--- src/rtl/alu_arbiter.sv ---
// Round-robin front end that shares one combinational ALU between two requesters.
// Operands are registered into the ALU; result and flags are captured one cycle later and returned with the requester id.
module alu_arbiter #(
    parameter int P = 4
) (
    input  logic         clk,
    input  logic         rst,
    input  logic         req0_valid,
    output logic         req0_ready,
    input  logic [P-1:0] req0_a,
    input  logic [P-1:0] req0_b,
    input  logic [2:0]   req0_op,
    input  logic         req1_valid,
    output logic         req1_ready,
    input  logic [P-1:0] req1_a,
    input  logic [P-1:0] req1_b,
    input  logic [2:0]   req1_op,
    output logic [P-1:0] alu_a,
    output logic [P-1:0] alu_b,
    output logic [2:0]   alu_op,
    input  logic [P-1:0] alu_result,
    input  logic [3:0]   alu_flags,
    output logic         rsp_valid,
    input  logic         rsp_ready,
    output logic         rsp_id,
    output logic [P-1:0] rsp_result,
    output logic [3:0]   rsp_flags,
    output logic         busy
);

    typedef enum logic [1:0] {
        IDLE = 2'd0,
        EXEC = 2'd1,
        RESP = 2'd2
    } state_e;

    state_e       state_q;
    logic         last_grant_q;
    logic         id_q;
    logic         rsp_valid_q;
    logic         busy_q;
    logic [P-1:0] alu_a_q;
    logic [P-1:0] alu_b_q;
    logic [2:0]   alu_op_q;
    logic [P-1:0] rsp_result_q;
    logic [3:0]   rsp_flags_q;

    logic         grant0_d;
    logic         grant1_d;
    logic         accept_d;

    // Grant selection: under contention the requester not served last wins.
    always_comb begin
        grant0_d = 1'b0;
        grant1_d = 1'b0;
        if (req0_valid && req1_valid) begin
            grant0_d = last_grant_q;
            grant1_d = ~last_grant_q;
        end else begin
            grant0_d = req0_valid;
            grant1_d = req1_valid;
        end
        accept_d = (state_q == IDLE) && !rst && (grant0_d || grant1_d);
    end

    assign req0_ready = (state_q == IDLE) & ~rst & grant0_d;
    assign req1_ready = (state_q == IDLE) & ~rst & grant1_d;

    // Sequencer: accept into the ALU registers, capture the ALU output, hold the response.
    always_ff @(posedge clk) begin
        if (rst) begin
            state_q      <= IDLE;
            last_grant_q <= 1'b1;
            id_q         <= 1'b0;
            rsp_valid_q  <= 1'b0;
            busy_q       <= 1'b0;
            alu_a_q      <= '0;
            alu_b_q      <= '0;
            alu_op_q     <= 3'd0;
            rsp_result_q <= '0;
            rsp_flags_q  <= 4'd0;
        end else begin
            case (state_q)
                IDLE: begin
                    if (accept_d) begin
                        alu_a_q      <= grant1_d ? req1_a  : req0_a;
                        alu_b_q      <= grant1_d ? req1_b  : req0_b;
                        alu_op_q     <= grant1_d ? req1_op : req0_op;
                        id_q         <= grant1_d;
                        last_grant_q <= grant1_d;
                        busy_q       <= 1'b1;
                        state_q      <= EXEC;
                    end else begin
                        state_q      <= IDLE;
                    end
                end
                EXEC: begin
                    rsp_result_q <= alu_result;
                    rsp_flags_q  <= alu_flags;
                    rsp_valid_q  <= 1'b1;
                    state_q      <= RESP;
                end
                RESP: begin
                    if (rsp_ready) begin
                        rsp_valid_q <= 1'b0;
                        busy_q      <= 1'b0;
                        state_q     <= IDLE;
                    end else begin
                        state_q     <= RESP;
                    end
                end
                default: begin
                    rsp_valid_q <= 1'b0;
                    busy_q      <= 1'b0;
                    state_q     <= IDLE;
                end
            endcase
        end
    end

    assign alu_a      = alu_a_q;
    assign alu_b      = alu_b_q;
    assign alu_op     = alu_op_q;
    assign rsp_id     = id_q;
    assign rsp_result = rsp_result_q;
    assign rsp_flags  = rsp_flags_q;
    // The reset cycle itself must already look quiet.
    assign rsp_valid  = rsp_valid_q & ~rst;
    assign busy       = busy_q & ~rst;

endmodule

--- config.mk ---
export PLATFORM = sky130hd
export DESIGN_NAME = alu_arbiter
export DESIGN_NICKNAME = d
export VERILOG_FILES = /design/src/rtl/alu_arbiter.sv
export SDC_FILE = /design/constraint.sdc
export NUM_CORES = 1
export LEC_CHECK = 0
export BUFFER_PORTS_ARGS = -buffer_cell sky130_fd_sc_hd__buf_2
export CORE_MARGIN = 10
export CORE_UTILIZATION = 28
export CTS_CLUSTER_SIZE = 28
export DETAILED_ROUTE_END_ITERATION = 16
export GPL_TIMING_DRIVEN = 0
export MAX_ROUTING_LAYER = met4
export PLACE_DENSITY = 0.59
export RECOVER_POWER = 100
export SLEW_MARGIN = 0
export SYNTH_ARGS = -nofsm -noshare
export SYNTH_HDL_FRONTEND = slang
export SYNTH_SLANG_ARGS = --single-unit
--- constraint.sdc ---
create_clock -name clk -period 1.45 [get_ports clk]
set_input_delay 0 -clock clk [delete_from_list [all_inputs] [get_ports clk]]
set_output_delay 0 -clock clk [all_outputs]
set_load 0.02 [all_outputs]
[Yosys cells after proc, flatten, opt, wreduce, memory -nomap -nowiden]
Index checks and enable logic that the tools add are counted.
Word-level totals
  bits in registers: 25
  bits in latches: 0
  bits in writable memories: 0
  bits in read-only memories: 0
  output and inout bits: 24
  word-level logic and storage cells: 44
  memories: 0
Cells by class
  add/sub/neg operators: 0
  multiply operators: 0
  divide/modulo/power cells: 0
  $lt $le $gt $ge: 0
  eq/ne operators: 4
  shift operators: 0
  multiplexer cells: 12
  bitwise logic cells: 9
  reductions and logical operators: 9
Operator list (number)
  $mux 4: 2
  $pmux 1 s3: 2
  $pmux 2 s3: 1
  $and 1x1->1: 5
  $mux 1: 5
  $ne 2x2->1 const B: 2
  $not 1->1: 4
  $reduce_and 2->1: 2
  $logic_and 1x1->1: 3
  $mux 3: 1
  $reduce_and 3->1: 1
  $eq 2x1->1 const B: 1
  $eq 2x2->1 const B: 1
  $logic_not 2->1: 1
  $mux 2: 1
  $logic_not 1->1: 1
  $logic_or 1x1->1: 1

[Logic depth before layout (Yosys ltp)]
Gate-level depths: netlist (run 1).
  word-level depth: 6
  mapped depth: 5

[Worst setup path before layout (run 1)]
No wires, ideal clock.
  path kind: register to output
  start point: register state_q[0]
  end point: output req1_ready
  arrival: 1.353 ns
  required time: 1.450 ns
  path slack: 0.097 ns
  stages on the path, launching flop included: 5
  path through: dfxtp_1 or2_1 buf_4 buf_6 nor3_1
On the way
  word-level cells in the longest chain between the ends: 3
RTL lines
  from (decl): line 37  | state_e state_q;
  from (signal assigned): line 72  | state_q <= IDLE;
  from (signal assigned): line 92  | state_q <= EXEC;
  from (signal assigned): line 94  | state_q <= IDLE;
  $logic_not 2->1: line 67  | assign req1_ready = (state_q == IDLE) & ~rst & grant1_d;
  $and 1x1->1 (2 in a row): line 67
  to (decl): line 14  | output logic req1_ready,
Every way passes these cells.

[Worst setup path in the final report (run 1)]
  start point: register state_q[0]
  end point: register alu_a_q[3], in the netlist alu_a[3]
On the way
  word-level cells in the longest chain between the ends: 4
RTL lines
  $logic_not 2->1 *: line 63, 83
  $logic_and 1x1->1 (2 in a row): line 63  | accept_d = (state_q == IDLE) && !rst && (grant0_d || grant1_d);
  $reduce_and 2->1 (no source line) *
  to (signal assigned): line 86  | alu_a_q <= grant1_d ? req1_a : req0_a;
  to (decl): line 42  | logic [P-1:0] alu_a_q;
Every way passes the cells marked *; elsewhere a longest branch is shown, timed or not.
A chain may end at the register's enable or synchronous reset.

==> flow_metrics.tcl, run 1 <==
set metrics [dict create \
    outcome "finished, final reports clean" \
    met2_length_um 1879 \
    cts_buffers 3 \
    arrival_ns 1.54 \
    reg2reg_from "state_q[0]" \
    synth_top_cell_by_area "dfxtp_1" \
    ys_seq_area_frac 0.4128 \
    hold_violations 0 \
    grt_overflow_total 0 \
    fin_worst_skew_ns 0.003305 \
    wl_met3_um 145 \
    clockBufferDepth 2 \
    worst_pin_slew_ns 0.6360 \
    cp_max_fo 10 \
    synth-compound-area-share 0.1300 \
    dominantRegCellSynth "dfxtp_1" \
    p_clk_frac 0.233 \
    core_area_um2 4086 \
    grt_pass1_vias 1273 \
    synthXorXnorAreaFrac 0 \
    grt_pass1_wl_um 6354 \
    leakagePower_nw 0.6878 \
    fmax_mhz 713.9 \
    avgSynthCellArea_um2 9.399 \
    clk-insertion-delay-late_ns 0.27 \
    cts_max_level 1 \
    ant_nets 0 \
    cp-end-kind "flop" \
    r2r_setup_slack_ns 0.05 \
    clkTransAtPathRegs_ns 0.08 \
    r2r_cells 5 \
    cts-root-buf "clkbuf_8" \
    min_period_ns 1.401 \
    register_area_um2 509.2 \
    synth_mux_area_frac 0 \
    insertedDiodeCount 0 \
    place.gp.congestion 0.7975 \
    hold_start "req0_b[2]" \
    met1_length_um 1660 \
    dpl_cell_area_um2 1560 \
    hp-class "in -> reg" \
    grt_max_degree 14 \
    fin_area_um2 1729 \
    dr_total_vias 1180 \
    initial_core_util 0.2967 \
    track_usage 0.1088 \
    first_iter_violations 60 \
    synthArstFlopShare 0 \
    power_density_nw_per_um2 1018 \
    viasPerCell 4.683 \
    yosysWarningCount 0 \
    top_layer "met4" \
    setup_violations 0 \
    synthTopCellsByArea "dfxtp_1 (41%), nor3_2 (13%), a21oi_1 (8.3%), nor4_2 (7.2%), nand2_1 (5.0%)" \
    hold_depth 3 \
    slew_headroom 0.5760 \
    num_io_pins 59 \
    yosysTopAreaCellShare 0.4128 \
    fin_tns_setup_ns 0 \
    num_rows 23 \
    seqPwrFrac 0.451 \
    cts_tree "yes" \
    fill_cells 426 \
    die_h_um 85.81 \
    wl_per_cell_um 14.98 \
    synth_top_family_by_area "simple AND/OR/NAND/NOR gates" \
    synth_edf_count 0 \
    drive_gt1_frac 0.4109 \
    switchingPower_w 0.0005753 \
    synthSimpleGateAreaFrac 0.3932 \
    first_pass_iters 4 \
    swShare 0.3267 \
    rsz0062_at_grt "yes" \
    netlist_instances 129 \
    p_int_w 0.001186 \
    cp_data_required_time_ns 1.59 \
    timing.rr.end "alu_a[3]" \
    antenna_found_initial 0 \
    nets 238 \
    cp-start-kind "flop" \
    p_comb_frac 0.317 \
    finalCritPeriodShare 0.9660 \
    synthAdderAreaFrac 0 \
    cap_viol_max_count 0 \
    drc_errors 0 \
    cts_sinks 25 \
    peakVddDrop_v 0.0002923 \
    die-area_um2 7363 \
    drv_slew 0 \
    syn-cell-area_um2 1212 \
    syn_nets 164 \
    dp_hpwl_um 2799 \
    die_w_um 85.81 \
    synthDistinctLibCells 27 \
    multiInputGateArea_um2 654.4 \
    ys_seq_elements 25 \
    criticalPathCategory "reg -> reg" \
    min_to "alu_b[2]" \
    syn_to_final_growth_pct 42.62 \
    drt_wl_total_um 3776 \
    numPortBuffers 57 \
]
==> final cells by class <==
type,count,area share
clock buffer,4,0.02605
buffer,10,0.03980
sequential,25,0.2945
inverter,1,0.002171
multi-input combinational,91,0.3784
timing repair buffer,71,0.2229
tap,50,0.03618
==> per-layer routing <==
layer / GRT usage / vias up
li1: - / 601
met1: 0.1267 / 538
met2: 0.1785 / 34
met3: 0.01798 / 7
met4: 0.04940 / 0
met5: - / -
==> registers in the layout (all words and copies together) (netlist names) <==
name          count
rsp_valid_q       1
alu_a             4
rsp_result        4
busy_q            1
last_grant_q      1
alu_op            3
rsp_id            1
state_q           2
alu_b             4
rsp_flags         4
==> synthesized netlist by cell type (2+ instances only) <==
library cell  instances
a21oi_1              20
buf_2                 5
buf_6                 2
clkbuf_1              3
dfxtp_1              25
nand2_1              16
nor2_1                3
nor2_2                2
nor2b_1               4
nor3_1                7
nor3_2               16
nor4_1                4
nor4_2                7
or2_1                 2
==> cell families (layout without fill, tap and decap cells) <==
family / Yosys count / after routing
AO/OA/AOI/OAI: 26 / 26
buffers and inverters: 13 / 86
AND/OR/NAND/NOR: 65 / 65
flip-flops: 25 / 25
==> timing repair <==
action | CTS | global route
gates resized for setup | 8 | 9
buffers inserted | 4 | 2
pin swaps | 0 | 3
endpoints found under the setup margin | 2 | 10
hold buffers | 8 | 0
hold endpoints to repair | 8 | 0
==> worst max-delay path by stage <==
stage                           from    endpoint  slack (ns)  depth (start not counted)
final                     state_q[0]    alu_a[3]        0.05                          5
after global routing      state_q[0]    alu_a[1]      -0.009                          5
after CTS                 state_q[1]  req0_ready       0.007                          4
after detailed placement  state_q[0]  req0_ready        0.08                          5
after global placement    state_q[0]  req0_ready        0.07                          5
after floorplan           state_q[0]  req1_ready         0.1                          4
==> placed cells by master, fill, tap and decap left out, drive strengths merged <==
master and n:
a21bo 1, a21oi 20, a221o 1, a22oi 1
a2bb2oi 1, and3 1, buf 47, clkbuf 30
dfxtp 25, dlygate4sd3 8, inv 1, nand2 16
nand2b 1, nor2 5, nor2b 4, nor3 23
nor4 11, nor4b 1, o211a 1, o21ai 1
or2 2, or3b 1
==> power by group through the flow <==
stage                     logic, W  clock network (W)  registers [W]
final                     0.000557           0.000410       0.000794
after global routing      0.000616           0.000471       0.000803
after CTS                 0.000566           0.000433       0.000792
after detailed placement  0.000522                  0       0.000812
after global placement    0.000519                  0       0.000811
after floorplan           0.000278                  0       0.000878
==> critical path: stages, from the launching register on <==
cell     delay (ns)
dfxtp_4        0.35
buf_4          0.16
or3b_4         0.41
buf_12         0.17
nor3_2         0.13
nor4_2         0.05
==> per-stage QoR <==
stage / std cells / hold slack [ns] / setup WS [ns] / util / power [W]
finish: 252 / 0.01046 / 0.04927 / 0.4231 / 0.001761
floorplan: 129 / 0.1307 / 0.09706 / - / 0.001156
CTS: 251 / 0.007035 / 0.007167 / 0.4219 / 0.001791
global route: 252 / 0.005191 / -0.008925 / 0.4231 / 0.001890
global placement: 236 / 0.2421 / 0.07454 / 0.3818 / 0.001330
detailed placement: 236 / 0.2499 / 0.08067 / 0.3818 / 0.001334
No activity file was read; power rests on OpenSTA's default activity.
==> run 2, diff against run 1 <==
CELL_PAD_IN_SITES_DETAIL_PLACEMENT = 1   (was default)
CELL_PAD_IN_SITES_GLOBAL_PLACEMENT = 2   (was default)
CORE_UTILIZATION = 25   (was 28)
CTS_CLUSTER_SIZE = default   (was 28)
PLACE_DENSITY = 0.83   (was 0.59)
==> run 2 against run 1 <==
  * Clock skew rose by 0.0043 ns
  * Highest routed layer unchanged
  * Combinational power up 5.6%
  * Critical path type unchanged
  * First-iteration DRC count shrank 55%
==> flow_metrics.tcl, run 2 (same netlist as run 1, synthesis figures left out) <==
set metrics [dict create \
    min_period_ns 1.428 \
    syn_to_final_growth_pct 47.68 \
    utilization 0.3791 \
    clkTransAtPathRegs_ns 0.10 \
    finalCritPeriodShare 0.9846 \
    criticalPathCategory "reg -> reg" \
    die_h_um 89.64 \
    fmax_mhz 700.4 \
    min_to "alu_a[1]" \
    finalNonFillerCells 269 \
    switchingPower_w 0.0006160 \
    grt_overflow_total 0 \
    hold_ws_ns 0.01222 \
    viasPerCell 4.580 \
    drv_slew 0 \
    hp-class "in -> reg" \
    cts_tree "yes" \
    numPortBuffers 57 \
    setup_violations 0 \
    cp_max_fo 6 \
    dp_hpwl_um 3129 \
    arrival_ns 1.56 \
    antenna_found_initial 0 \
    cts-root-buf "clkbuf_8" \
    r2r_setup_slack_ns 0.02 \
    first_iter_violations 27 \
    dpl_cell_area_um2 1582 \
    grt_pass1_vias 1339 \
    cts_max_level 1 \
    dp.cells 253 \
    rsz0062_at_grt "yes" \
    grt_pass1_wl_um 6713 \
    core_area_um2 4723 \
    reg2reg_from "state_q[1]" \
    cts_buffers 3 \
    leakagePower_nw 0.7008 \
    dr_total_vias 1232 \
    outcome "finished, final reports clean" \
    place.gp.congestion 0.7869 \
    cap_viol_max_count 0 \
    drive_gt1_frac 0.4208 \
    swShare 0.3396 \
    fin_worst_skew_ns 0.007582 \
    drt_wl_total_um 4340 \
    ant_nets 0 \
    fill_cells 591 \
    p_comb_frac 0.324 \
    drc_errors 0 \
    slew_headroom 0.5530 \
    final_common_cell "buf_2" \
    num_rows 25 \
    hold_depth 3 \
    cp-end-kind "flop" \
    fin_area_um2 1790 \
    p_clk_frac 0.238 \
    cts_sinks 25 \
    cp_data_required_time_ns 1.58 \
    wl_per_cell_um 16.13 \
    power_density_nw_per_um2 1013 \
    final_cell_mix "buf_2 (38), clkbuf_1 (25), dfxtp_1 (23)" \
    num_io_pins 59 \
    grt_max_degree 16 \
    clk-insertion-delay-late_ns 0.27 \
    cp-start-kind "flop" \
    p_int_w 0.001198 \
    clockBufferDepth 2 \
    insertedDiodeCount 0 \
    die_w_um 89.64 \
    track_usage 0.1103 \
    peakVddDrop_v 0.0003048 \
    seqPwrFrac 0.438 \
    timing.rr.end "alu_b[3]" \
    hold_start "req0_a[1]" \
    fin_tns_setup_ns 0 \
    r2r_cells 5 \
    hold_violations 0 \
    initial_core_util 0.2567 \
    nets 238 \
    first_pass_iters 4 \
    worst_pin_slew_ns 0.6705 \
    die-area_um2 8035 \
]
## run 2: repair_timing
| item | CTS | global route |
|---|---|---|
| hold buffers | 8 | 0 |
| endpoints found under the setup margin | 2 | 11 |
| gates resized for setup | 10 | 11 |
| buffers inserted | 4 | 1 |
| hold endpoints to repair | 8 | 0 |
| pin swaps | 1 | 3 |
| cloned | 0 | 1 |
## run 2: metal layers
| layer | GRT usage | part of all wire |
|---|---|---|
| met1 | 0.1300 | 0.43 |
| met2 | 0.1893 | 0.51 |
| met3 | 0.01534 | 0.051 |
| met4 | 0.03468 | 0.0094 |
| met5 | - | 0 |
## run 2: worst max path at each step
stage / to / startpoint
3_3_place_gp: req0_ready / state_q[0]
3_5_place_dp: req0_ready / state_q[0]
4_1_cts: req0_ready / last_grant_q
5_1_grt: alu_op[2] / state_q[1]
2_1_floorplan: req1_ready / state_q[0]
6_report: alu_b[3] / state_q[1]
## run 2: layout make-up
| class | count | area, µm² | share of cell area |
|---|---|---|---|
| inverters | 1 | 3.754 | 0.002096 |
| flip-flops and latches | 25 | 508.0 | 0.2837 |
| clock buffers | 3 | 41.29 | 0.02306 |
| plain buffers | 10 | 70.07 | 0.03913 |
| clock inverters | 1 | 7.507 | 0.004193 |
| well taps | 67 | 83.83 | 0.04682 |
| repair buffers | 71 | 410.4 | 0.2292 |
| multi-input cells | 91 | 665.6 | 0.3718 |
## run 2: worst max-delay path: stages (launching register included)
cell and delay, ns:
dfxtp_4 0.36, buf_6 0.12, or3b_4 0.44, clkbuf_16 0.18, nor3_2 0.12, nor4_2 0.05
## run 2: metrics by stage
stage	power (W)	worst slack (ns)
floorplan	0.001156	0.09706
global placement	0.001337	0.07235
detailed placement	0.001345	0.07137
CTS	0.001820	0.002402
global route	0.001933	-0.03100
finish	0.001814	0.02232
## run 2: power by group through the flow
stage	Sequential, W	Combinational [W]	Clock (W)
finish	0.000795	0.000588	0.000431
global route	0.000807	0.000648	0.000479
CTS	0.000793	0.000584	0.000443
detailed placement	0.000815	0.000530	0
global placement	0.000813	0.000524	0
floorplan	0.000878	0.000278	0
==> run 3, diff against run 2 <==
CELL_PAD_IN_SITES_GLOBAL_PLACEMENT = 1   (was 2)
CORE_UTILIZATION = 28   (was 25)
CTS_CLUSTER_DIAMETER = 50   (was default)
PLACE_DENSITY = 0.75   (was 0.83)
SKIP_CTS_REPAIR_TIMING = 1   (was default)
==> run 3 against run 2 <==
  * Wire length shrank 5.2%
  * Power shrank 0.60%
  * First-iteration DRC count rose by 70%
  * Critical path depth decreased by 1
  * Sequential power about the same
  * Via count down 3.7%
  * Clock skew barely moved
  * Final cell count is 6.3% lower
  * Global-route usage shrank 0.36 points
  * Core utilization increased by 5.3 points
  * Largest power group unchanged
==> flow_metrics.tcl, run 3 (same netlist as run 1, synthesis figures left out) <==
set metrics [dict create \
    outcome "finished, final reports clean" \
    numPortBuffers 57 \
    cp-start-kind "flop" \
    cts_sinks 25 \
    cp_data_required_time_ns 1.45 \
    worst_pin_slew_ns 0.6502 \
    drv_slew 0 \
    core_area_um2 4086 \
    fin_worst_skew_ns 0.007166 \
    final_common_cell "buf_2" \
    first_pass_iters 4 \
    die_w_um 85.81 \
    fin_area_um2 1765 \
    dpl_cell_area_um2 1560 \
    hold_depth 3 \
    cp_max_fo 6 \
    viasPerCell 4.706 \
    grt_pass1_vias 1209 \
    arrival_ns 1.41 \
    clkTransAtPathRegs_ns 0.09 \
    cp-end-kind "output pin" \
    clockBufferDepth 2 \
    syn_to_final_growth_pct 45.61 \
    grt_max_degree 14 \
    nets 238 \
    die-area_um2 7363 \
    utilization 0.4320 \
    ant_nets 0 \
    cts-root-buf "clkbuf_8" \
    power_density_nw_per_um2 1021 \
    dr_total_vias 1186 \
    die_h_um 85.81 \
    antenna_found_initial 0 \
    drive_gt1_frac 0.4059 \
    pre_cts_ws_ns 0.08718 \
    cap_viol_max_count 0 \
    leakagePower_nw 0.6927 \
    fill_cells 511 \
    min_period_ns 1.412 \
    num_io_pins 59 \
    clk-insertion-delay-late_ns 0.27 \
    initial_core_util 0.2967 \
    fin_tns_setup_ns 0 \
    insertedDiodeCount 0 \
    grt_pass1_wl_um 6279 \
    peakVddDrop_v 0.0003963 \
    rsz0062_at_grt "yes" \
    drt_wl_total_um 4114 \
    cts_buffers 3 \
    finalCritPeriodShare 0.9739 \
    first_iter_violations 46 \
    wl_per_cell_um 16.33 \
    multiInputGateArea_um2 673.1 \
    hp-class "in -> reg" \
    layout_setup_ws_ns 0.03787 \
    final_cell_mix "buf_2 (36), clkbuf_1 (27), dfxtp_1 (23)" \
    num_rows 23 \
    cts_tree "yes" \
    power_w 0.001803 \
    dp_hpwl_um 3012 \
    fmax_mhz 708.2 \
    place.gp.congestion 0.7199 \
    drc_errors 0 \
    cts_max_level 1 \
    slew_headroom 0.5665 \
    hold_violations 0 \
    criticalPathCategory "reg -> out" \
    register_area_um2 508.0 \
    r2r_cells 5 \
    grt_overflow_total 0 \
    setup_violations 0 \
    track_usage 0.1066 \
]
==> run 3: changes by cell type in the layout (fill, tap and decap cells not counted), sizes merged <==
cell | previous run | this run
buf | 47 | 46
clkbuf | 29 | 31
clkinvlp | 1 | 0
==> run 3: area by class of cell <==
class,count,share of cell area
Inverter,1,0.002126
Clock buffer,4,0.02551
Sequential cell,25,0.2877
Multi-Input combinational cell,91,0.3813
Tap cell,50,0.03544
Buffer,11,0.05174
Timing Repair Buffer,70,0.2162
==> run 3: where the power goes <==
| group | internal [W] | switching [W] | leakage [nW] | total (W) |
|---|---|---|---|---|
| clock network | 0.000196 | 0.000223 | 0.0228 | 0.000420 |
| registers | 0.000756 | 0.0000381 | 0.208 | 0.000794 |
| logic | 0.000250 | 0.000339 | 0.462 | 0.000589 |
==> run 3: path summary, 6_finish.rpt <==
check	slack, ns	from	endpoint
setup / recovery	0.04	state_q[1]	req0_ready
hold / removal	0.01	req0_a[0]	alu_a[0]
setup reg to reg	0.05	state_q[1]	alu_a[2]
hold reg to reg	0.46	rsp_result[0]	rsp_result[0]
==> run 3: critical path, stage by stage, from the launching register on <==
cell	delay, ns
dfxtp_4	0.37
or2_4	0.27
buf_12	0.13
nor4b_4	0.20
buf_4	0.18
==> run 3: metrics by stage <==
stage / hold slack, ns / instances
2_1_floorplan: 0.1307 / 129
3_3_place_gp: 0.2442 / 236
3_5_place_dp: 0.2497 / 236
4_1_cts: -0.03364 / 240
5_1_grt: 0.02794 / 252
6_report: 0.01003 / 252
==> run 3: layer usage <==
metal,track usage,vias up,wire (µm)
li1,-,603,-
met1,0.1268,558,1743
met2,0.1819,23,2237
met3,0.01419,2,92
met4,0.03144,0,41
met5,-,-,0
